==> src/rtl/demux_frame_loader_if.sv <==
// Source-side sample handshake for demux_frame_loader: one sample plus its
// target channel per beat. A beat transfers when in_valid && in_ready.
interface demux_frame_loader_if #(
  parameter int unsigned DATA_W = 16,
  parameter int unsigned SEL_W  = 6
);

  logic              in_valid;
  logic              in_ready;
  logic [DATA_W-1:0] in_data;
  logic [SEL_W-1:0]  in_sel;

  // Sample producer
  modport master (
    output in_valid,
    output in_data,
    output in_sel,
    input  in_ready
  );

  // Frame loader
  modport slave (
    input  in_valid,
    input  in_data,
    input  in_sel,
    output in_ready
  );

endinterface

==> src/rtl/demux_frame_loader.sv <==
// Registered, handshaked 1-to-NUM_CH sample demultiplexer. Fills a bank of
// held channel registers, either in order (internal pointer) or by in_sel,
// flags frame completion and stalls the source until the frame is acked.
module demux_frame_loader #(
  parameter int unsigned DATA_W = 16,
  parameter int unsigned NUM_CH = 64,
  parameter int unsigned SEL_W  = (NUM_CH > 1) ? $clog2(NUM_CH) : 1
) (
  input  logic                     clk,
  input  logic                     rst_n,
  input  logic                     clear,
  input  logic                     mode,
  input  logic                     frame_ack,
  demux_frame_loader_if.slave      src,
  output logic [NUM_CH*DATA_W-1:0] out_data,
  output logic [NUM_CH-1:0]        ch_valid,
  output logic                     load_done,
  output logic                     err_sel,
  output logic                     busy
);

  typedef enum logic [1:0] {StIdle, StLoad, StFull} state_e;

  state_e             state_q;
  logic [SEL_W-1:0]   ptr_q;
  logic               mode_q;

  logic               accept;
  logic [SEL_W-1:0]   tgt;
  logic               sel_err;
  logic               wr_en;
  logic [NUM_CH-1:0]  wr_onehot;
  logic               frame_full;

  assign src.in_ready = (state_q != StFull) && !clear;
  assign busy         = (state_q != StIdle);

  assign accept  = src.in_valid && src.in_ready;
  // mode_q is frozen outside IDLE, so a frame keeps the mode it started with.
  assign tgt     = mode_q ? src.in_sel : ptr_q;
  assign sel_err = accept && mode_q && (32'(src.in_sel) >= NUM_CH);
  assign wr_en   = accept && !sel_err;

  // Decode the write target into a per-channel write strobe.
  always_comb begin
    wr_onehot = '0;
    for (int unsigned k = 0; k < NUM_CH; k++) begin
      wr_onehot[k] = wr_en && (tgt == SEL_W'(k));
    end
  end

  // Rewrites of an already-valid channel cannot complete the frame.
  assign frame_full = &(ch_valid | wr_onehot);

  // Frame FSM, fill pointer, channel bank and registered pulse outputs.
  always_ff @(posedge clk or negedge rst_n) begin
    if (!rst_n) begin
      state_q   <= StIdle;
      ptr_q     <= '0;
      mode_q    <= 1'b0;
      out_data  <= '0;
      ch_valid  <= '0;
      load_done <= 1'b0;
      err_sel   <= 1'b0;
    end else if (clear) begin
      state_q   <= StIdle;
      ptr_q     <= '0;
      out_data  <= '0;
      ch_valid  <= '0;
      load_done <= 1'b0;
      err_sel   <= 1'b0;
    end else begin
      load_done <= 1'b0;
      err_sel   <= sel_err;
      case (state_q)
        StIdle, StLoad: begin
          if (state_q == StIdle) begin
            mode_q <= mode;
          end
          for (int unsigned k = 0; k < NUM_CH; k++) begin
            if (wr_onehot[k]) begin
              out_data[k*DATA_W +: DATA_W] <= src.in_data;
            end
          end
          ch_valid <= ch_valid | wr_onehot;
          if (wr_en && !mode_q) begin
            ptr_q <= (ptr_q == SEL_W'(NUM_CH - 1)) ? '0 : ptr_q + SEL_W'(1);
          end
          // Bad-select beats leave the state alone, even in IDLE.
          if (wr_en) begin
            if (frame_full) begin
              state_q   <= StFull;
              load_done <= 1'b1;
            end else begin
              state_q <= StLoad;
            end
          end
        end
        StFull: begin
          if (frame_ack) begin
            state_q  <= StIdle;
            ch_valid <= '0;
            ptr_q    <= '0;
          end
        end
        default: state_q <= StIdle;
      endcase
    end
  end

endmodule

==> src/flat_wrapper.sv <==
// flat-port wrapper written by rule: the top's interface ports become plain ports
module demux_frame_loader_flat 
#(
  parameter int unsigned DATA_W = 16,
  parameter int unsigned NUM_CH = 64,
  parameter int unsigned SEL_W  = (NUM_CH > 1) ? $clog2(NUM_CH) : 1
)
  (clk, rst_n, clear, mode, frame_ack, out_data, ch_valid, load_done, err_sel, busy, src_in_valid, src_in_data, src_in_sel, src_in_ready);
  demux_frame_loader_if #(.DATA_W(DATA_W), .SEL_W(SEL_W)) src_i ();
  input  logic clk;
  input  logic rst_n;
  input  logic clear;
  input  logic mode;
  input  logic frame_ack;
  output logic [NUM_CH*DATA_W-1:0] out_data;
  output logic [NUM_CH-1:0] ch_valid;
  output logic load_done;
  output logic err_sel;
  output logic busy;
  input wire logic [$bits(src_i.in_valid)-1:0] src_in_valid;
  input wire logic [$bits(src_i.in_data)-1:0] src_in_data;
  input wire logic [$bits(src_i.in_sel)-1:0] src_in_sel;
  output wire logic [$bits(src_i.in_ready)-1:0] src_in_ready;
  assign src_i.in_valid = src_in_valid;
  assign src_i.in_data = src_in_data;
  assign src_i.in_sel = src_in_sel;
  assign src_in_ready = src_i.in_ready;
  demux_frame_loader #(.DATA_W(DATA_W), .NUM_CH(NUM_CH), .SEL_W(SEL_W)) u_core (.clk(clk), .rst_n(rst_n), .clear(clear), .mode(mode), .frame_ack(frame_ack), .src(src_i), .out_data(out_data), .ch_valid(ch_valid), .load_done(load_done), .err_sel(err_sel), .busy(busy));
endmodule
==> config.mk <==
export PLATFORM = sky130hd
export DESIGN_NAME = demux_frame_loader_flat
export DESIGN_NICKNAME = d
export VERILOG_FILES = /design/src/rtl/demux_frame_loader_if.sv /design/src/rtl/demux_frame_loader.sv /design/src/flat_wrapper.sv
export SDC_FILE = /design/constraint.sdc
export NUM_CORES = 1
export LEC_CHECK = 0
export ABC_AREA = 1
export CORE_AREA = 10 10 431 433
export DETAILED_ROUTE_END_ITERATION = 12
export DIE_AREA = 0 0 441 443
export PLACE_DENSITY = 0.51
export SLEW_MARGIN = 20
export SYNTH_ARGS = -nofsm -noshare
export SYNTH_HDL_FRONTEND = slang
export SYNTH_SLANG_ARGS = --single-unit
==> constraint.sdc <==
create_clock -name clk -period 3.9 [get_ports clk]
set_input_delay 0.585 -clock clk [delete_from_list [all_inputs] [get_ports clk]]
set_output_delay 0.585 -clock clk [all_outputs]
set_load 0.02 [all_outputs]
==> reports/results.ini, run 1 <==
[synthesis]
synth.area.top_cells = dfrtp_1 (67%), nand2_1 (12%), o21ai_0 (12%), clkbuf_1 (2.6%), o21ai_1 (1.9%)
async_reset_ff_share_pct = 100
synth_most_common_cell = nand2_1
synth_area_per_cell_um2 = 9.86
synth_edf_count = 0
synth_top_area_cell = dfrtp_1
ys_ff_latch = 1098
ys_warn_count = 0
syn-num-nets = 4159
synth_seq_area_share_pct = 67.5
synthDistinctLibCells = 26
synthCells = 4130
yosysTopAreaCellShare_pct = 67.5
netlist_area_mm2 = 0.0407
ys_dominant_reg_cell = dfrtp_1
synthTopCellsByCount = nand2_1 (1,324), dfrtp_1 (1,098), o21ai_0 (938)

[global_route]
grt_pass1_vias = 33000
grt_usage_pct = 19.0
antenna_found_initial = 15
grt_first_pass_wirelength_um = 267000
grt_max_degree = 99
grt-ovfl-total = 0

[cts]
cts_tree = yes
cts_buffers = 132
post_cts_buffers = 0
htree_levels = 4
clockBufferDepth = 3
cts_root_buf = clkbuf_16
path_clk_slew_ns = 0.06
cts.sinks = 1098
clk_latency_ns = 0.79

[worst_setup_path]
r2r_cells = 9
crit_required_ns = 4.56
cp_max_fo = 32
cp-start-kind = flop
path_buf_inv = 2
worstPathArrival_ns = 4.03
path_depth = 9
path_cells = inv_2 -> nand2_1 -> nand2_1 -> nand2_2 -> nor2_2 -> nand2_1 -> o21ai_0 -> clkinv_1 -> o21ai_0
path_class = reg2reg
critical_path.most_common_cell = nand2_1
end_kind = flop
critical-path-top-delay-family = buffers and inverters
crit_path_top_delay_cell = clkinv_1
slowest_delay_ns = 0.85

[place]
dp_cells = 7377
portBuffers = 1118
place_congestion = 0.831
hpwl_um = 134000

[die]
initial_core_util_pct = 23.0
chipHeight_um = 443
rows = 155
io_pins = 1120
core-area_mm2 = 0.177
fp.dieArea_mm2 = 0.195
die_x_um = 441

[routing]
first_iter_violations = 2607
drt.antenna.violating_nets = 0
drcViolationCount = 0
dr_total_vias = 33400
drt-total-wl_um = 193000
via_per_inst = 4.39
dr.pass1.iters = 5
wl_per_cell_um = 25.3

[timing]
slew-limit-headroom_pct = 28.2
drv_slew = 0
fmax_mhz = 297
rsz0062_at_grt = no
fin_crit_ns = 3.37
max_slew.worst_pin.slew_ns = 1.08
period_share_pct = 86.5
fin_tns_setup_ns = 0
setup_viol = 0
hold_viol = 0
clock_skew_ns = 0.0235

[power]
ir_drop_uv = 424
leakage_nw = 25.6
power_density_mw_per_mm2 = 509

[job]
drv_cap = 0

[run_status]
status = finished, final reports clean

[finish]
drive_above_1_share_pct = 6.71
fillers = 18200
layout-area-overhead-vs-synth_pct = 45.3
final_nets = 5186
fin_cells = 7609

[hold_path]
hold_class = in2async

kinds of logic after synthesis:
logic type,after synthesis,synth area share (%)
buffers and inverters,474,4.57
other,1,0.00921
AO/OA/AOI/OAI,1168,14.8
flip-flops,1098,67.5
adder cells (fa/ha/maj),1,0.0307
AND/OR/NAND/NOR,1388,13.1
worst paths after layout:
check	from	to	slack (ns)
max	u_core.mode_q	u_core.out_data[697]	0.53
min	rst_n	u_core.out_data[383]	0.47
max reg2reg	u_core.mode_q	u_core.out_data[697]	0.53
min reg2reg	u_core.out_data[1009]	u_core.out_data[1009]	0.48
max in group asynchronous	rst_n	u_core.out_data[176]	2.15
min in group clk	u_core.out_data[1009]	u_core.out_data[1009]	0.48
placed cells by master (no fill, tap or decap), drive strengths merged, types with 8 or more instances in the layout:
master,netlist,layout
a21oi,8,8
buf,40,100
nor2,47,47
dfrtp,1098,1098
a22oi,64,64
clkbuf,285,190
clkdlybuf4s50,0,1117
nand2,1336,1336
inv,149,149
clkinv,0,24
o21ai,1091,1091
worst reg2reg max path: stages, from the launching register on:
cell      delay [ns]
dfrtp_1         0.54
inv_2           0.28
nand2_1         0.08
nand2_1         0.13
nand2_2         0.13
nor2_2          0.33
nand2_1         0.16
o21ai_0         0.26
clkinv_1        0.85
o21ai_0         0.50
stage by stage:
stage | hold slack (ns) | power (mW) | utilization (%) | cell area, µm² | worst slack, ns
6_report | 0.468 | 30.1 | 33.4 | 59200 | 0.528
5_1_grt | 0.486 | 31.3 | 33.4 | 59100 | 0.0999
4_1_cts | 0.418 | 30.6 | 33.4 | 59100 | 0.636
3_5_place_dp | 0.472 | 18.0 | 30.9 | 54900 | 0.284
3_3_place_gp | 0.465 | 18.0 | 30.9 | 54900 | 0.311
2_1_floorplan | 0.289 | 15.0 | - | 40700 | 1.81
area by class of cell:
| type | instances | area, µm² | share of cell area (%) |
|---|---|---|---|
| Antenna cell | 7 | 17.5 | 0.0296 |
| Clock buffer | 190 | 3820 | 6.47 |
| Clock inverter | 34 | 447 | 0.755 |
| Inverter | 149 | 562 | 0.950 |
| Multi-Input combinational cell | 2558 | 11600 | 19.5 |
| Sequential cell | 1098 | 27500 | 46.5 |
| Tap cell | 2355 | 2950 | 4.98 |
| Timing Repair Buffer | 1218 | 12300 | 20.8 |
repair_timing:
action,4_1_cts,5_1_grt
resized for setup,0,0
endpoints found under the hold margin,48,0
hold buffers,1,0
where the power goes:
part           internal [mW]  leakage [nW]  switching, mW
Combinational           1.86          9.18           3.16
Clock                   7.28          2.09           5.05
Sequential              12.2          14.4          0.499
metal layers:
metal  vias to the layer above  GRT usage, %  wire (µm)
met4                         2          8.07       8370
met1                     16600          21.1      72500
met2                      1039          33.5      98200
met5                         -             0         17
met3                       273          5.57      13700
li1                      15500             -          -
registers in the layout, indices dropped and copies added, names as in the netlist:
signal	count
u_core.load_done	1
u_core.ptr_q	6
u_core.state_q	2
u_core.out_data	1024
u_core.ch_valid	64
u_core.mode_q	1
Note: power is estimated with default switching activity, not from simulation.
==> inputs of run 2 (changes only) <==
--- a/config.mk
+++ b/config.mk
@@ -9,6 +9,7 @@
 export CORE_AREA = 10 10 431 433
 export DETAILED_ROUTE_END_ITERATION = 12
 export DIE_AREA = 0 0 441 443
+export GPL_ROUTABILITY_DRIVEN = 0
 export PLACE_DENSITY = 0.51
 export SLEW_MARGIN = 20
 export SYNTH_ARGS = -nofsm -noshare
==> reports/results.ini, run 2 (synthesized netlist as in run 1, its figures left out) <==
[run_status]
status = finished, final reports clean

[place]
hpwl_um = 134000  ; +0.42%
post-place-ws_ns = 0.402  ; +0.118 ns
portBuffers = 1118  ; unchanged
dp_cells = 7403  ; +0.35%
dpl-instance-area_mm2 = 0.0551  ; +0.38%

[worst_setup_path]
r2r_cells = 9  ; unchanged
critical-path-top-delay-family = compound AO/OA/AOI/OAI gates
path_class = reg2reg
end_kind = flop
crit_required_ns = 4.61  ; +0.05 ns
cp_max_fo = 32  ; unchanged
path_depth = 9  ; unchanged
worstPathArrival_ns = 3.94  ; -0.09 ns
critical_path.most_common_cell = nand2_1
path_cells = inv_2 -> nand2_1 -> nand2_1 -> nand2_2 -> nor2_4 -> nand2_1 -> o21ai_0 -> inv_1 -> o21ai_0
cp-start-kind = flop
cp-endpoint = u_core.out_data[421]
path_buf_inv = 2  ; unchanged
slowest_delay_ns = 0.61  ; -0.24 ns
crit_path_top_delay_cell = inv_1
r2r_setup_slack_ns = 0.67  ; +0.14 ns
regToRegEndpoint = u_core.out_data[421]
startpoint = u_core.mode_q
r2r-start = u_core.mode_q

[finish]
layout_common_cells = nand2_1 (1,308), clkdlybuf4s50_1 (1,117), dfrtp_1 (1,097)
fin_util_pct = 33.6  ; +0.22 points
reg_top3 = u_core.out_data (1024), u_core.ch_valid (64), u_core.ptr_q (6)
fin_cells = 7646  ; +0.49%
final_common_cell = nand2_1
drive_above_1_share_pct = 7.35  ; +0.64 points
largest_reg_flops = 1024  ; unchanged
layout-area-overhead-vs-synth_pct = 46.2
fillers = 18300  ; +0.060%
stdcell_area_mm2 = 0.0595  ; +0.65%
final_nets = 5211  ; +0.48%
multiInputGateArea_mm2 = 0.0116  ; unchanged
regMostFlops = u_core.out_data
layout.area.seq_mm2 = 0.0275  ; unchanged

[die]
fp.dieArea_mm2 = 0.195  ; unchanged
die_x_um = 441  ; unchanged
chipHeight_um = 443  ; unchanged
core-area_mm2 = 0.177  ; unchanged
initial_core_util_pct = 23.0  ; unchanged
rows = 155  ; unchanged
io_pins = 1120  ; unchanged

[timing]
max_slew.worst_pin.slew_ns = 1.01  ; -0.0627 ns
period_share_pct = 82.9  ; -3.5 points
fin_crit_ns = 3.23  ; -0.137 ns
setup_viol = 0  ; unchanged
fin_tns_setup_ns = 0  ; unchanged
slew-limit-headroom_pct = 32.4  ; +4.2 points
clock_skew_ns = 0.0356  ; +0.0121 ns
rsz0062_at_grt = no
worst_slack_ns = 0.665  ; +0.137 ns
fmax_mhz = 309  ; +4.2%
drv_slew = 0  ; unchanged
hold_viol = 0  ; unchanged
holdWs_ns = 0.427  ; -0.0405 ns

[cts]
hold_buffers = 1  ; unchanged
cts_resized = 0  ; unchanged
cts_buffers = 131  ; -0.76%
post_cts_buffers = 0  ; unchanged
cts_root_buf = clkbuf_16
clockBufferDepth = 3  ; unchanged
htree_levels = 4  ; unchanged
clk_latency_ns = 0.81  ; +0.02 ns
path_clk_slew_ns = 0.06  ; about the same
cts.sinks = 1098  ; unchanged
cts_tree = yes

[routing]
dr.pass1.iters = 5  ; unchanged
drt.antenna.violating_nets = 0  ; unchanged
wl_per_cell_um = 25.0  ; -1.3%
drt-total-wl_um = 191000  ; -0.80%
drcViolationCount = 0  ; unchanged
dr_total_vias = 33600  ; +0.65%
first_iter_violations = 2796  ; +7.2%
via_per_inst = 4.39  ; +0.16%

[global_route]
antenna_found_initial = 12  ; -3
grt_pass1_vias = 33500  ; +1.5%
use_met1_pct = 21.1  ; -0.044 points
use_met3_pct = 5.40  ; -0.17 points
top_usage_layer = met2
grt_first_pass_wirelength_um = 266000  ; -0.11%
grtUsageMet2_pct = 33.0  ; -0.44 points
grt_usage_pct = 18.9  ; -0.067 points
grt_max_degree = 84  ; -15%
grt-ovfl-total = 0  ; unchanged

[power]
p_total_mw = 30.4  ; +1.0%
leakage_nw = 25.9  ; +0.92%
power_density_mw_per_mm2 = 511  ; +0.37%
ir_drop_uv = 425  ; +0.13%

[job]
drv_cap = 0  ; unchanged

[hold_path]
hold_class = in2async

[run 2: cell types whose count changed in the layout (fill, tap and decap cells not counted), moves of 4 or more]
cell and delta:
buf_4 +25, clkbuf_8 +6, clkinv_1 -5, inv_1 +5, inv_6 +4
[run 2: cell type report]
| class | instances | share of cell area (%) |
|---|---|---|
| Tap cell | 2355 | 4.95 |
| Antenna cell | 10 | 0.0420 |
| Multi-Input combinational cell | 2558 | 19.4 |
| Sequential cell | 1098 | 46.2 |
| Timing Repair Buffer | 1244 | 21.0 |
| Inverter | 149 | 0.944 |
| Clock inverter | 40 | 0.992 |
| Clock buffer | 192 | 6.47 |
[run 2: report_power, final]
part	switching, mW	internal, mW	total [mW]
registers	0.493	12.2	12.7
logic	3.16	1.88	5.04
clock network	5.17	7.45	12.6
total	8.83	21.6	30.4
[run 2: worst reg2reg max path, cell delays in order (launching register included)]
cell,delay (ns)
dfrtp_1,0.56
inv_2,0.29
nand2_1,0.08
nand2_1,0.11
nand2_2,0.14
nor2_4,0.29
nand2_1,0.14
o21ai_0,0.57
inv_1,0.61
o21ai_0,0.35
[run 2: layer usage]
layer	vias to the layer above	share of wire (%)
li1	15500	-
met5	-	0.0037
met1	16600	37
met3	295	7.1
met4	2	4.9
met2	1132	51
[run 2: how the worst min path moves through the flow]
stage                                 to  slack (ns)  depth (start not counted)
detailed placement  u_core.out_data[257]        0.47                          2
global route        u_core.out_data[767]        0.44                          2
CTS                 u_core.out_data[767]        0.41                          2
floorplan             u_core.ch_valid[0]        0.29                          0
finish              u_core.out_data[753]        0.43                          2
global placement    u_core.out_data[438]        0.46                          2
==> inputs of run 3 (changes only) <==
==> constraint.sdc (replaced) <==
create_clock -name clk -period 3.3 [get_ports clk]
set_input_delay 0.495 -clock clk [delete_from_list [all_inputs] [get_ports clk]]
set_output_delay 0.495 -clock clk [all_outputs]
set_load 0.02 [all_outputs]
==> reports/results.ini, run 3 (synthesized netlist as in run 1, its figures left out) <==
[run_status]
status = finished, final reports clean

[routing]
wl_per_cell_um = 24.9  ; -0.38%
first_iter_violations = 2649  ; -5.3%
via_per_inst = 4.39  ; -0.17%
drcViolationCount = 0  ; unchanged
dr_total_vias = 33500  ; -0.12%
dr.pass1.iters = 5  ; unchanged
drt-total-wl_um = 191000  ; -0.33%
drt.antenna.violating_nets = 0  ; unchanged

[worst_setup_path]
path_cells = inv_2 -> nand2_1 -> nand2_1 -> nand2_2 -> nor2_2 -> nand2_1 -> nand2_1 -> nand2_1 -> nor2_1 -> nand2_1 -> nor2_1 -> nand2_1 -> nor2_1 -> nand2_1 -> nand2_1
crit_path_top_delay_cell = dfrtp_1
crit_required_ns = 4.04  ; -0.57 ns
worstPathArrival_ns = 3.68  ; -0.26 ns
critical_path.most_common_cell = nand2_1
cp-start-kind = flop
cp_max_fo = 14  ; -56%
r2r_setup_slack_ns = 0.35  ; -0.31 ns
slowest_delay_ns = 0.55  ; -0.06 ns
path_class = reg2reg
r2r-start = u_core.mode_q
regToRegEndpoint = u_core.state_q[1]
r2r_cells = 15  ; +6
end_kind = flop

[die]
fp.dieArea_mm2 = 0.195  ; unchanged
die_x_um = 441  ; unchanged
chipHeight_um = 443  ; unchanged
rows = 155  ; unchanged
core-area_mm2 = 0.177  ; unchanged
initial_core_util_pct = 23.0  ; unchanged
io_pins = 1120  ; unchanged

[power]
netSwitchingPower_mw = 10.4  ; +18%
ir_drop_uv = 514  ; +21%
clkPwrFrac_pct = 41.4  ; about the same
internal-power_mw = 25.5  ; +18%
leakage_nw = 25.9  ; +0.24%
netSwitchingFraction_pct = 28.9  ; -0.12 points
p_comb_share_pct = 16.7  ; about the same
p_seq_share_pct = 41.9  ; about the same
power_density_mw_per_mm2 = 602  ; +18%

[cts]
cts.sinks = 1098  ; unchanged
clk_latency_ns = 0.82  ; about the same
cts_tree = yes
path_clk_slew_ns = 0.06  ; about the same
htree_levels = 4  ; unchanged
clockBufferDepth = 3  ; unchanged
cts_root_buf = clkbuf_16
post_cts_buffers = 0  ; unchanged
cts_buffers = 130  ; -0.76%

[timing]
holdWs_ns = 0.272  ; -0.156 ns
clock_skew_ns = 0.0295  ; -0.00611 ns
max_slew.worst_pin.slew_ns = 0.858  ; -0.155 ns
fmax_mhz = 340  ; +9.8%
period_share_pct = 89.2  ; +6.3 points
hold_viol = 0  ; unchanged
fin_crit_ns = 2.95  ; -0.290 ns
rsz0062_at_grt = no
setup_viol = 0  ; unchanged
fin_tns_setup_ns = 0  ; unchanged
drv_slew = 0  ; unchanged
slew-limit-headroom_pct = 42.8  ; +10 points

[place]
hpwl_um = 133000  ; -0.90%
portBuffers = 1118  ; unchanged

[finish]
final_nets = 5219  ; +0.15%
final_common_cell = nand2_1
fillers = 18300  ; +0.082%
layout.area.seq_mm2 = 0.0275  ; unchanged
drive_above_1_share_pct = 7.40  ; +0.050 points
multiInputGateArea_mm2 = 0.0116  ; unchanged
largest_reg_flops = 1024  ; unchanged
regMostFlops = u_core.out_data
layout_common_cells = nand2_1 (1,308), clkdlybuf4s50_1 (1,117), dfrtp_1 (1,097)
layout-area-overhead-vs-synth_pct = 46.5
reg_top3 = u_core.out_data (1024), u_core.ch_valid (64), u_core.ptr_q (6)

[global_route]
use_met3_pct = 5.23  ; -0.17 points
grt_max_degree = 92  ; +9.5%
grt_first_pass_wirelength_um = 265000  ; -0.38%
grt_pass1_vias = 33300  ; -0.66%
grt_usage_pct = 18.8  ; -0.10 points
use_met1_pct = 21.0  ; -0.062 points
grt-ovfl-total = 0  ; unchanged
antenna_found_initial = 15  ; +3
top_usage_layer = met2
grtUsageMet2_pct = 32.8  ; -0.27 points

[hold_path]
hold_class = in2async

[job]
drv_cap = 0  ; unchanged

-- run 3: final cells by class --
class	instances	share of cell area, %
inverter	149	0.941
tap	2355	4.94
antenna	9	0.0377
clock inverter	33	0.902
clock buffer	195	6.49
multi-input combinational	2558	19.4
timing repair buffer	1253	21.3
sequential	1098	46.0
-- run 3: power groups by stage --
stage / sequential [mW] / combinational (mW) / clock [mW]
floorplan: 16.5 / 1.23 / 0
global placement: 15.2 / 6.07 / 0
detailed placement: 15.3 / 6.09 / 0
CTS: 15.0 / 6.11 / 15.2
global route: 15.2 / 6.38 / 15.8
finish: 15.1 / 5.99 / 14.9
-- run 3: layer usage --
layer  up-vias  wire length [µm]
met5         -                13
met4         2              9880
met3       299             13200
met2      1080             95900
met1     16600             71500
li1      15500                 -
-- run 3: worst max path at each step --
stage                                 endpoint          start  slack, ns  depth (start not counted)
after floorplan           u_core.out_data[885]          clear       1.30                         11
after global placement    u_core.out_data[326]          clear       0.02                         11
after detailed placement  u_core.out_data[326]          clear      -0.04                         11
after CTS                 u_core.out_data[326]  u_core.mode_q       0.15                         12
after global routing       u_core.out_data[45]  u_core.mode_q       0.03                         11
final                        u_core.state_q[1]  u_core.mode_q       0.35                         15
-- run 3: timing repair --
action / in CTS / in global routing
gates resized for setup: 0 / 1
setup endpoints to repair: 0 / 16
hold buffers: 1 / 0
endpoints found under the hold margin: 20 / 0
-- run 3: per-stage QoR --
step                power, mW  std cells  util [%]  area, µm²  setup slack (ns)
finish                   35.9       7650      33.7      59700             0.355
CTS                      36.4       7641      33.7      59600             0.146
global route             37.4       7646      33.7      59700            0.0324
detailed placement       21.4       7412      31.2      55200           -0.0441
global placement         21.3       7412      31.2      55200            0.0221
floorplan                17.7       4130         -      40700              1.30
-- run 3: worst max-delay path: cells and delay by family, from the launching register on --
| family | cells | cell delay, ns |
|---|---|---|
| flops | 1 | 0.55 |
| buf+inv | 1 | 0.27 |
| simple gates | 14 | 2.06 |
